**src/rtl/prog_loader.sv**
```systemverilog
// prog_loader: boot loader in front of program RAM port 0.
//
// Accepts a program image over a valid/ready word stream and writes it densely from
// address 0 while summing the words. It then reads the whole image back, one address
// per cycle, and compares the readback sum with the stream sum. A match starts the
// processor and hands port 0 over to its fetch interface; a mismatch parks in an error
// state until the next load request.
//
// Ports
//   clk, rst_n           clock, asynchronous active-low reset
//   load_req             pulse: start a new load (honoured in IDLE, RUN, FAIL)
//   word_valid/_data/_last, word_ready
//                        upstream image stream; word_ready only high while loading
//   proc_pc, proc_read_en
//                        processor fetch port, forwarded to RAM only while running
//   ram_addr0, ram_read_en0, ram_write_en0, ram_wdata0, ram_rdata0
//                        RAM port 0 (read data arrives one cycle after read enable)
//   start                high while running (drives proc.start)
//   busy                 high while loading or verifying
//   error                high after a failed readback check
//   overflow             image filled every RAM word without a last marker
//   word_count           words accepted in the current load
//   checksum             running sum of accepted words, modulo 2^DATA_W

`timescale 1ns/1ps

module prog_loader #(
  parameter int unsigned ADDR_W = 7,
  parameter int unsigned DATA_W = 16,
  parameter int unsigned DEPTH  = 128
) (
  input  logic              clk,
  input  logic              rst_n,
  input  logic              load_req,
  input  logic              word_valid,
  input  logic [DATA_W-1:0] word_data,
  input  logic              word_last,
  output logic              word_ready,
  input  logic [ADDR_W-1:0] proc_pc,
  input  logic              proc_read_en,
  output logic [ADDR_W-1:0] ram_addr0,
  output logic              ram_read_en0,
  output logic              ram_write_en0,
  output logic [DATA_W-1:0] ram_wdata0,
  input  logic [DATA_W-1:0] ram_rdata0,
  output logic              start,
  output logic              busy,
  output logic              error,
  output logic              overflow,
  output logic [ADDR_W:0]   word_count,
  output logic [DATA_W-1:0] checksum
);

  localparam int unsigned CntW = ADDR_W + 1;
  localparam logic [ADDR_W:0] LastAddr = CntW'(DEPTH - 1);

  typedef enum logic [2:0] {
    StIdle,
    StLoad,
    StVerify,
    StRun,
    StFail
  } state_e;

  state_e state_q, state_d;

  // Load-side state.
  logic [ADDR_W:0]   count_q, count_d;
  logic [DATA_W-1:0] csum_q, csum_d;
  logic              ovf_q, ovf_d;

  // Verify-side state. vidx_q counts cycles since entering VERIFY: it is both the
  // address being read this cycle and, offset by one, the word whose data is arriving.
  logic [ADDR_W:0]   vidx_q, vidx_d;
  logic [DATA_W-1:0] vsum_q, vsum_d;

  logic enter_load;
  logic xfer;

  always_comb begin
    state_d       = state_q;
    count_d       = count_q;
    csum_d        = csum_q;
    ovf_d         = ovf_q;
    vidx_d        = vidx_q;
    vsum_d        = vsum_q;
    enter_load    = 1'b0;
    xfer          = 1'b0;
    word_ready    = 1'b0;
    ram_addr0     = '0;
    ram_read_en0  = 1'b0;
    ram_write_en0 = 1'b0;
    ram_wdata0    = '0;

    unique case (state_q)
      StIdle: begin
        if (load_req) enter_load = 1'b1;
      end

      StLoad: begin
        word_ready    = 1'b1;
        xfer          = word_valid;
        ram_addr0     = count_q[ADDR_W-1:0];
        ram_wdata0    = word_data;
        ram_write_en0 = xfer;
        if (xfer) begin
          count_d = count_q + 1'b1;
          csum_d  = csum_q + word_data;
          if (word_last) begin
            state_d = StVerify;
          end else if (count_q == LastAddr) begin
            // RAM is full and the image has not ended: verify what fits, flag it.
            ovf_d   = 1'b1;
            state_d = StVerify;
          end
          vidx_d = '0;
          vsum_d = '0;
        end
      end

      StVerify: begin
        if (vidx_q < count_q) begin
          ram_read_en0 = 1'b1;
          ram_addr0    = vidx_q[ADDR_W-1:0];
        end
        // Data for address vidx_q-1 is on ram_rdata0 from cycle 1 onwards.
        if (vidx_q != '0) vsum_d = vsum_q + ram_rdata0;
        vidx_d = vidx_q + 1'b1;
        if (vidx_q == count_q) begin
          state_d = (vsum_d == csum_q) ? StRun : StFail;
        end
      end

      StRun: begin
        ram_addr0    = proc_pc;
        ram_read_en0 = proc_read_en;
        if (load_req) enter_load = 1'b1;
      end

      StFail: begin
        if (load_req) enter_load = 1'b1;
      end

      default: begin
        state_d = StIdle;
      end
    endcase

    if (enter_load) begin
      state_d = StLoad;
      count_d = '0;
      csum_d  = '0;
      ovf_d   = 1'b0;
    end
  end

  always_ff @(posedge clk or negedge rst_n) begin
    if (!rst_n) begin
      state_q <= StIdle;
      count_q <= '0;
      csum_q  <= '0;
      ovf_q   <= 1'b0;
      vidx_q  <= '0;
      vsum_q  <= '0;
    end else begin
      state_q <= state_d;
      count_q <= count_d;
      csum_q  <= csum_d;
      ovf_q   <= ovf_d;
      vidx_q  <= vidx_d;
      vsum_q  <= vsum_d;
    end
  end

  // Status outputs decode directly from registered state.
  assign start      = (state_q == StRun);
  assign busy       = (state_q == StLoad) || (state_q == StVerify);
  assign error      = (state_q == StFail);
  assign overflow   = ovf_q;
  assign word_count = count_q;
  assign checksum   = csum_q;

endmodule

```
**config.mk**
```make
export PLATFORM = sky130hd
export DESIGN_NAME = prog_loader
export DESIGN_NICKNAME = d
export VERILOG_FILES = /design/src/rtl/prog_loader.sv
export SDC_FILE = /design/constraint.sdc
export NUM_CORES = 1
export LEC_CHECK = 0
export ABC_AREA = 1
export BUFFER_PORTS_ARGS = -buffer_cell sky130_fd_sc_hd__buf_2
export CORE_MARGIN = 2
export CORE_UTILIZATION = 35
export DETAILED_ROUTE_END_ITERATION = 16
export GPL_TIMING_DRIVEN = 1
export PLACE_DENSITY = 0.56
export RECOVER_POWER = 100
export SLEW_MARGIN = 25
export SYNTH_ARGS = -nofsm -noshare
export SYNTH_HDL_FRONTEND = slang
export SYNTH_SLANG_ARGS = --single-unit
```
**constraint.sdc**
```tcl
create_clock -name clk -period 2.39 [get_ports clk]
set_input_delay 0.1195 -clock clk [delete_from_list [all_inputs] [get_ports clk]]
set_output_delay 0.1195 -clock clk [all_outputs]
set_load 0.01 [all_outputs]
```
==> results of run 1 <==
-- kinds of logic after synthesis --
kind of cell,Yosys count
fa+ha+maj,43
buf+inv,164
simple gates,400
xor+xnor,4
compound gates,120
flops,52
mux,1
-- area by class of cell --
cell class | count | share of cell area, %
clock buffers | 7 | 2.35
clock inverters | 1 | 0.463
inverters | 151 | 8.84
multi-input cells | 568 | 51.7
flip-flops and latches | 52 | 20.1
well taps | 180 | 3.47
repair buffers | 146 | 13.1
-- timing repair --
| item | CTS | global route |
|---|---|---|
| gates resized for setup | 3 | 75 |
| hold buffers | 1 | 0 |
| setup endpoints to repair | 3 | 14 |
| hold endpoints to repair | 34 | 0 |
| setup buffers | 0 | 7 |
| pin swaps | 1 | 20 |
-- worst max-delay path, delay by kind of cell (launching register included) --
kind	cells	cell delay [ns]
flops	1	0.42
fa+ha+maj	1	0.39
buf+inv	1	0.10
simple gates	10	1.06
compound gates	2	0.26
-- per-stage QoR --
stage | utilization [%] | hold slack (ns)
2_1_floorplan | - | -0.176
3_3_place_gp | 42.6 | 0.284
3_5_place_dp | 42.6 | 0.286
4_1_cts | 44.0 | 0.174
5_1_grt | 46.7 | 0.179
6_report | 46.7 | 0.171
-- synth_stat cells (all sizes together) --
| master | count | share of area [%] |
|---|---|---|
| or2 | 1 | 0.13 |
| nor3 | 14 | 2.1 |
| a211oi | 1 | 0.15 |
| o41ai | 1 | 0.18 |
| nor3b | 1 | 0.15 |
| a221oi | 2 | 0.35 |
| ha | 41 | 10 |
| inv | 149 | 11 |
| nor2 | 70 | 6.1 |
| a21oi | 35 | 3.5 |
| o22ai | 19 | 2.4 |
| xnor2 | 1 | 0.18 |
| o2111ai | 2 | 0.35 |
| clkinv | 2 | 0.18 |
| and2 | 3 | 0.38 |
| o21ai | 45 | 4.5 |
| xor2 | 3 | 0.53 |
| a32o | 1 | 0.20 |
| nand4 | 10 | 1.3 |
| mux2i | 1 | 0.20 |
| nand2 | 225 | 17 |
| fa | 2 | 0.81 |
| a31oi | 1 | 0.13 |
| o32ai | 1 | 0.18 |
| buf | 5 | 0.73 |
| nand3b | 1 | 0.15 |
| o21a | 2 | 0.30 |
| nand3 | 73 | 7.4 |
| a21o | 2 | 0.30 |
| clkbuf | 8 | 0.61 |
| dfrtp | 52 | 26 |
| o211ai | 1 | 0.15 |
| a22oi | 7 | 1.1 |
| nor4 | 2 | 0.25 |
-- report_power, final --
part	internal (W)	switching (W)
clock network	0.000553	0.000341
registers	0.00113	0.000313
logic	0.00216	0.00334
-- worst max-delay path by stage --
stage / from / endpoint / slack (ns)
finish: vsum_q[9]$_DFFE_PN0P_ / state_q[0]$_DFFE_PN0P_ / 0.08
global route: vsum_q[0]$_DFFE_PN0P_ / state_q[1]$_DFFE_PN0P_ / -0.11
CTS: vsum_q[9]$_DFFE_PN0P_ / state_q[2]$_DFFE_PN0P_ / 0.01
detailed placement: vsum_q[0]$_DFFE_PN0P_ / state_q[2]$_DFFE_PN0P_ / -0.03
global placement: vsum_q[9]$_DFFE_PN0P_ / state_q[2]$_DFFE_PN0P_ / 0.01
floorplan: vsum_q[0]$_DFFE_PN0P_ / state_q[2]$_DFFE_PN0P_ / 0.21
-- per-layer routing --
layer,up-vias,GRT usage [%]
met5,-,0
met4,0,4.83
met3,15,2.35
met2,140,31.4
met1,2470,30.8
li1,2814,-
-- state kept, by name, summed over array words and instances, names as in the netlist --
register and count:
overflow 1, checksum 16, vidx_q 8, word_count 8, state_q 3, vsum_q 16
==> impl_metrics.env, run 1 <==
export IMPL_synth_simple_area_share_pct=35.1
export IMPL_drive_above_1_share_pct=25.0
export IMPL_coreArea_sq_mm=0.0139
export IMPL_slowest_delay_ns=0.42
export IMPL_finalNonFillerCells=1105
export IMPL_rows=43
export IMPL_start_util_pct=35.7
export IMPL_worstSetupPathType="flop to flop"
export IMPL_p_total_w=0.00784
export IMPL_ys_seq_area_share_pct=26.2
export IMPL_synth_cell_type_count=44
export IMPL_drt_antenna_violating_nets=0
export IMPL_finalCriticalPeriod_ns=2.31
export IMPL_clk_pin_slew_ns=0.07
export IMPL_clk_latency_ns=0.30
export IMPL_dp_cells=1089
export IMPL_antenna_cells=0
export IMPL_die_h_um=123
export IMPL_cp_start_kind="flop"
export IMPL_cap_violations=0
export IMPL_io_buffers=98
export IMPL_post_dp_hpwl_mm=12.4
export IMPL_crit_top_cell="nand2_1"
export IMPL_cts_path_max_buffers=2
export IMPL_grt_setup_unrepaired="true"
export IMPL_setup_violations=0
export IMPL_cts_buffers=5
export IMPL_syn_to_final_growth_pct=30.7
export IMPL_worst_slew_pin_transition_ns=0.847
export IMPL_nNetsFinal=1012
export IMPL_synth_mux_area_share_pct=0.202
export IMPL_drcViolationCount=0
export IMPL_relSlewSlack_pct=43.5
export IMPL_netlist_area_sq_mm=0.00496
export IMPL_wire_per_inst_um=14.2
export IMPL_synthCells=784
export IMPL_cts_sinks=52
export IMPL_ir_drop_uv=409
export IMPL_cp_end_kind="flop"
export IMPL_holdPathEnd="overflow$_DFFE_PN0P_"
export IMPL_dpl_cell_area_sq_mm=0.00591
export IMPL_wl_met2_mm=7.02
export IMPL_slew_violations=0
export IMPL_grt_usage_pct=20.5
export IMPL_ios=99
export IMPL_cts_tree="built"
export IMPL_leakagePower_nw=3.57
export IMPL_outcome="finished, final reports clean"
export IMPL_dr_pass1_iters=5
export IMPL_yosys_register_bits=52
export IMPL_root_buffer="clkbuf_16"
export IMPL_fillCellCount=1474
export IMPL_antenna_found_initial=0
export IMPL_wl_mm=15.7
export IMPL_max_freq_mhz=434
export IMPL_grt_max_degree=37
export IMPL_wl_met3_um=718
export IMPL_cp_cell_sequence="ha_1 -> nand2_1 -> nor2_1 -> nand2_1 -> nand3_2 -> nand2_1 -> nand3_2 -> nand2_2 -> nand2_2 -> buf_4 -> nand3_1 -> a21oi_1 -> nand4_1 -> a21oi_1"
export IMPL_synth_compound_area_share_pct=13.8
export IMPL_multi_input_area_sq_mm=0.00335
export IMPL_seq_area_sq_mm=0.00130
export IMPL_final_cell_area_sq_mm=0.00648
export IMPL_synth_top_family_by_area="simple AND/OR/NAND/NOR gates"
export IMPL_synthesis_nets=872
export IMPL_layout_commonest_cell="nand2_1"
export IMPL_r2r_slack_ns=0.08
export IMPL_hold_path_class="input port to flop"
export IMPL_hold_depth=4
export IMPL_synth_area_per_cell_sq_um=6.33
export IMPL_htreeDepth=2
export IMPL_die_x_um=123
export IMPL_drt_initial_drc_count=306
export IMPL_top_layer="met4"
export IMPL_required_ns=2.62
export IMPL_cp_max_fo=5
export IMPL_gr_total_overflow=0
export IMPL_grt_pass1_wl_mm=24.3
export IMPL_worstRegToRegCells=14
export IMPL_die_area_sq_mm=0.0151
export IMPL_synth_fa_ha_area_share_pct=11.1
export IMPL_fin_crit_sh_pct=96.5
export IMPL_reg2reg_to="state_q[0]$_DFFE_PN0P_"
export IMPL_dr_total_vias=5439
export IMPL_vias_per_cell=4.92
export IMPL_ys_warn_count=0
export IMPL_gp_congestion=0.872
export IMPL_skew_ns=0.00322
export IMPL_pre_cts_ws_ns=-0.0251
export IMPL_layout_setup_ws_ns=0.0834
export IMPL_arrival_ns=2.53
export IMPL_slowest_stage="dfrtp_1"
export IMPL_powerDensity_mw_per_mm2=1210
export IMPL_tns_ns=0
export IMPL_wl_met1_mm=7.72
export IMPL_synth_xor_xnor_area_share_pct=0.706
export IMPL_hold_start="word_last"
export IMPL_grt_pass1_vias=4792
export IMPL_final_cell_mix="nand2_1, inv_1, buf_2, nand3_1, nor2_1"
export IMPL_finalHoldViolCount=0
export IMPL_r2r_start="vsum_q[9]$_DFFE_PN0P_"
Power figures use the tool's default switching activity.
==> run 2, diff against run 1 <==
--- a/config.mk
+++ b/config.mk
@@ -8,10 +8,10 @@
 export ABC_AREA = 1
 export BUFFER_PORTS_ARGS = -buffer_cell sky130_fd_sc_hd__buf_2
 export CORE_MARGIN = 2
-export CORE_UTILIZATION = 35
+export CORE_UTILIZATION = 55
 export DETAILED_ROUTE_END_ITERATION = 16
 export GPL_TIMING_DRIVEN = 1
-export PLACE_DENSITY = 0.56
+export PLACE_DENSITY = 0.81
 export RECOVER_POWER = 100
 export SLEW_MARGIN = 25
 export SYNTH_ARGS = -nofsm -noshare
==> impl_metrics.env, run 2 (synthesis results as in run 1) <==
export IMPL_required_ns=2.63
export IMPL_die_h_um=99.0
export IMPL_grt_pass1_vias=5129
export IMPL_hold_depth=4
export IMPL_cp_start_kind="flop"
export IMPL_cp_max_fo=3
export IMPL_cp_end_kind="flop"
export IMPL_coreArea_sq_mm=0.00872
export IMPL_gr_total_overflow=0
export IMPL_hold_start="word_last"
export IMPL_r2r_slack_ns=0.06
export IMPL_drive_above_1_share_pct=22.4
export IMPL_layout_commonest_cell="nand2_1"
export IMPL_ios=99
export IMPL_hold_path_class="input port to flop"
export IMPL_worstSetupPathType="flop to flop"
export IMPL_whs_ns=0.133
export IMPL_arrival_ns=2.57
export IMPL_dr_total_vias=5731
export IMPL_leakagePower_nw=3.41
export IMPL_clk_pin_slew_ns=0.10
export IMPL_antenna_cells=0
export IMPL_p_total_w=0.00751
export IMPL_nNetsFinal=1002
export IMPL_io_buffers=98
export IMPL_setup_violations=0
export IMPL_r2r_start="vidx_q[0]$_DFFE_PN0P_"
export IMPL_wire_per_inst_um=15.8
export IMPL_die_x_um=99.0
export IMPL_powerDensity_mw_per_mm2=1210
export IMPL_cts_tree="built"
export IMPL_fin_crit_sh_pct=97.3
export IMPL_worst_slew_pin_transition_ns=1.66
export IMPL_slew_violations=29
export IMPL_syn_to_final_growth_pct=25.4
export IMPL_violations="max-capacitance violations, max-slew violations"
export IMPL_drcViolationCount=0
export IMPL_htreeDepth=2
export IMPL_vias_per_cell=5.60
export IMPL_cts_path_max_buffers=2
export IMPL_drt_initial_drc_count=424
export IMPL_max_freq_mhz=430
export IMPL_grt_usage_pct=31.2
export IMPL_skew_ns=0.0102
export IMPL_post_dp_hpwl_mm=12.2
export IMPL_outcome="complete, but fails checks"
export IMPL_dr_pass1_iters=7
export IMPL_cap_violations=1
export IMPL_reg2reg_to="state_q[0]$_DFFE_PN0P_"
export IMPL_gp_congestion=0.950
export IMPL_drt_antenna_violating_nets=0
export IMPL_grt_pass1_wl_mm=24.6
export IMPL_die_area_sq_mm=0.00980
export IMPL_wl_mm=16.1
export IMPL_cts_sinks=52
export IMPL_relSlewSlack_pct=-10.9
export IMPL_holdPathEnd="overflow$_DFFE_PN0P_"
export IMPL_root_buffer="clkbuf_8"
export IMPL_cts_buffers=5
export IMPL_clk_latency_ns=0.32
export IMPL_final_cell_mix="nand2_1, inv_1, buf_2, nand3_1"
export IMPL_ir_drop_uv=716
export IMPL_rows=34
export IMPL_start_util_pct=56.9
export IMPL_finalCriticalPeriod_ns=2.33
export IMPL_grt_setup_unrepaired="true"
export IMPL_worstRegToRegCells=15
export IMPL_finalHoldViolCount=0
export IMPL_antenna_found_initial=0
export IMPL_grt_max_degree=30
==> run 2: cell types whose count changed in the layout (fill, tap and decap cells not counted), moves of 5 or more <==
cell / previous run / this run
nand2_2: 24 / 19
nand2_1: 199 / 206
buf_2: 90 / 74
clkbuf_1: 8 / 28
clkbuf_16: 5 / 0
buf_4: 46 / 32
==> run 2: routing by layer <==
| layer | part of all wire [%] | routed length, um | track usage, % | vias to the layer above |
|---|---|---|---|---|
| li1 | - | - | - | 2805 |
| met1 | 45 | 7250 | 45.8 | 2668 |
| met2 | 45 | 7280 | 49.1 | 234 |
| met3 | 7.9 | 1280 | 3.76 | 24 |
| met4 | 1.9 | 303 | 7.69 | 0 |
| met5 | 0 | 0 | 0 | - |
==> run 2: worst max-delay path: stages (launching register included) <==
cell and delay, ns:
dfrtp_1 0.41, inv_2 0.08, ha_2 0.19, inv_2 0.06, nor3_4 0.29, buf_4 0.19, nand3_1 0.10, nand3_1 0.11
nand2_1 0.07, nor2_2 0.13, nand3_1 0.09, nor2_1 0.10, nand3_1 0.10, nor2_2 0.11, nand4_1 0.10, a21oi_1 0.14
==> run 2: what timing repair did <==
item	CTS	global route
setup buffers	1	4
setup endpoints to repair	2	22
hold buffers	1	0
resized for setup	1	80
endpoints found under the hold margin	28	0
pin swaps	0	5
==> run 2: final cells by class <==
type | instances | area (sq um)
Timing Repair Buffer | 136 | 761
Inverter | 151 | 572
Clock buffer | 7 | 76.3
Tap cell | 108 | 135
Clock inverter | 1 | 8.76
Multi-Input combinational cell | 568 | 3370
Sequential cell | 52 | 1300
Fill cell | 782 | 2500
==> run 2: worst max path at each step <==
stage                                      from                     end  slack, ns  cells after the start
after floorplan           vsum_q[0]$_DFFE_PN0P_  state_q[2]$_DFFE_PN0P_       0.21                     19
after global placement    vsum_q[0]$_DFFE_PN0P_  state_q[2]$_DFFE_PN0P_       0.09                     19
after detailed placement  vsum_q[0]$_DFFE_PN0P_  state_q[1]$_DFFE_PN0P_       0.02                     20
after CTS                 vsum_q[0]$_DFFE_PN0P_  state_q[1]$_DFFE_PN0P_       0.01                     20
after global routing      vsum_q[6]$_DFFE_PN0P_  state_q[1]$_DFFE_PN0P_      -0.13                     18
final                     vidx_q[0]$_DFFE_PN0P_  state_q[0]$_DFFE_PN0P_       0.06                     15
==> run 2: where the power goes <==
group	switching (W)	internal, W	leakage (nW)	total, W
combinational	0.00341	0.00211	2.67	0.00552
sequential	0.000327	0.00113	0.692	0.00145
clock	0.000320	0.000211	0.0424	0.000530
==> run 2: through the flow <==
stage / worst slack [ns] / utilization (%) / area, sq um / instances / setup TNS (ns)
5_1_grt: -0.130 / 71.3 / 6220 / 1023 / -0.297
3_3_place_gp: 0.0895 / 66.2 / 5770 / 1009 / 0
4_1_cts: 0.0123 / 67.4 / 5880 / 1019 / 0
2_1_floorplan: 0.215 / - / 4960 / 784 / 0
3_5_place_dp: 0.0160 / 66.2 / 5770 / 1009 / 0
6_report: 0.0639 / 71.3 / 6220 / 1023 / 0
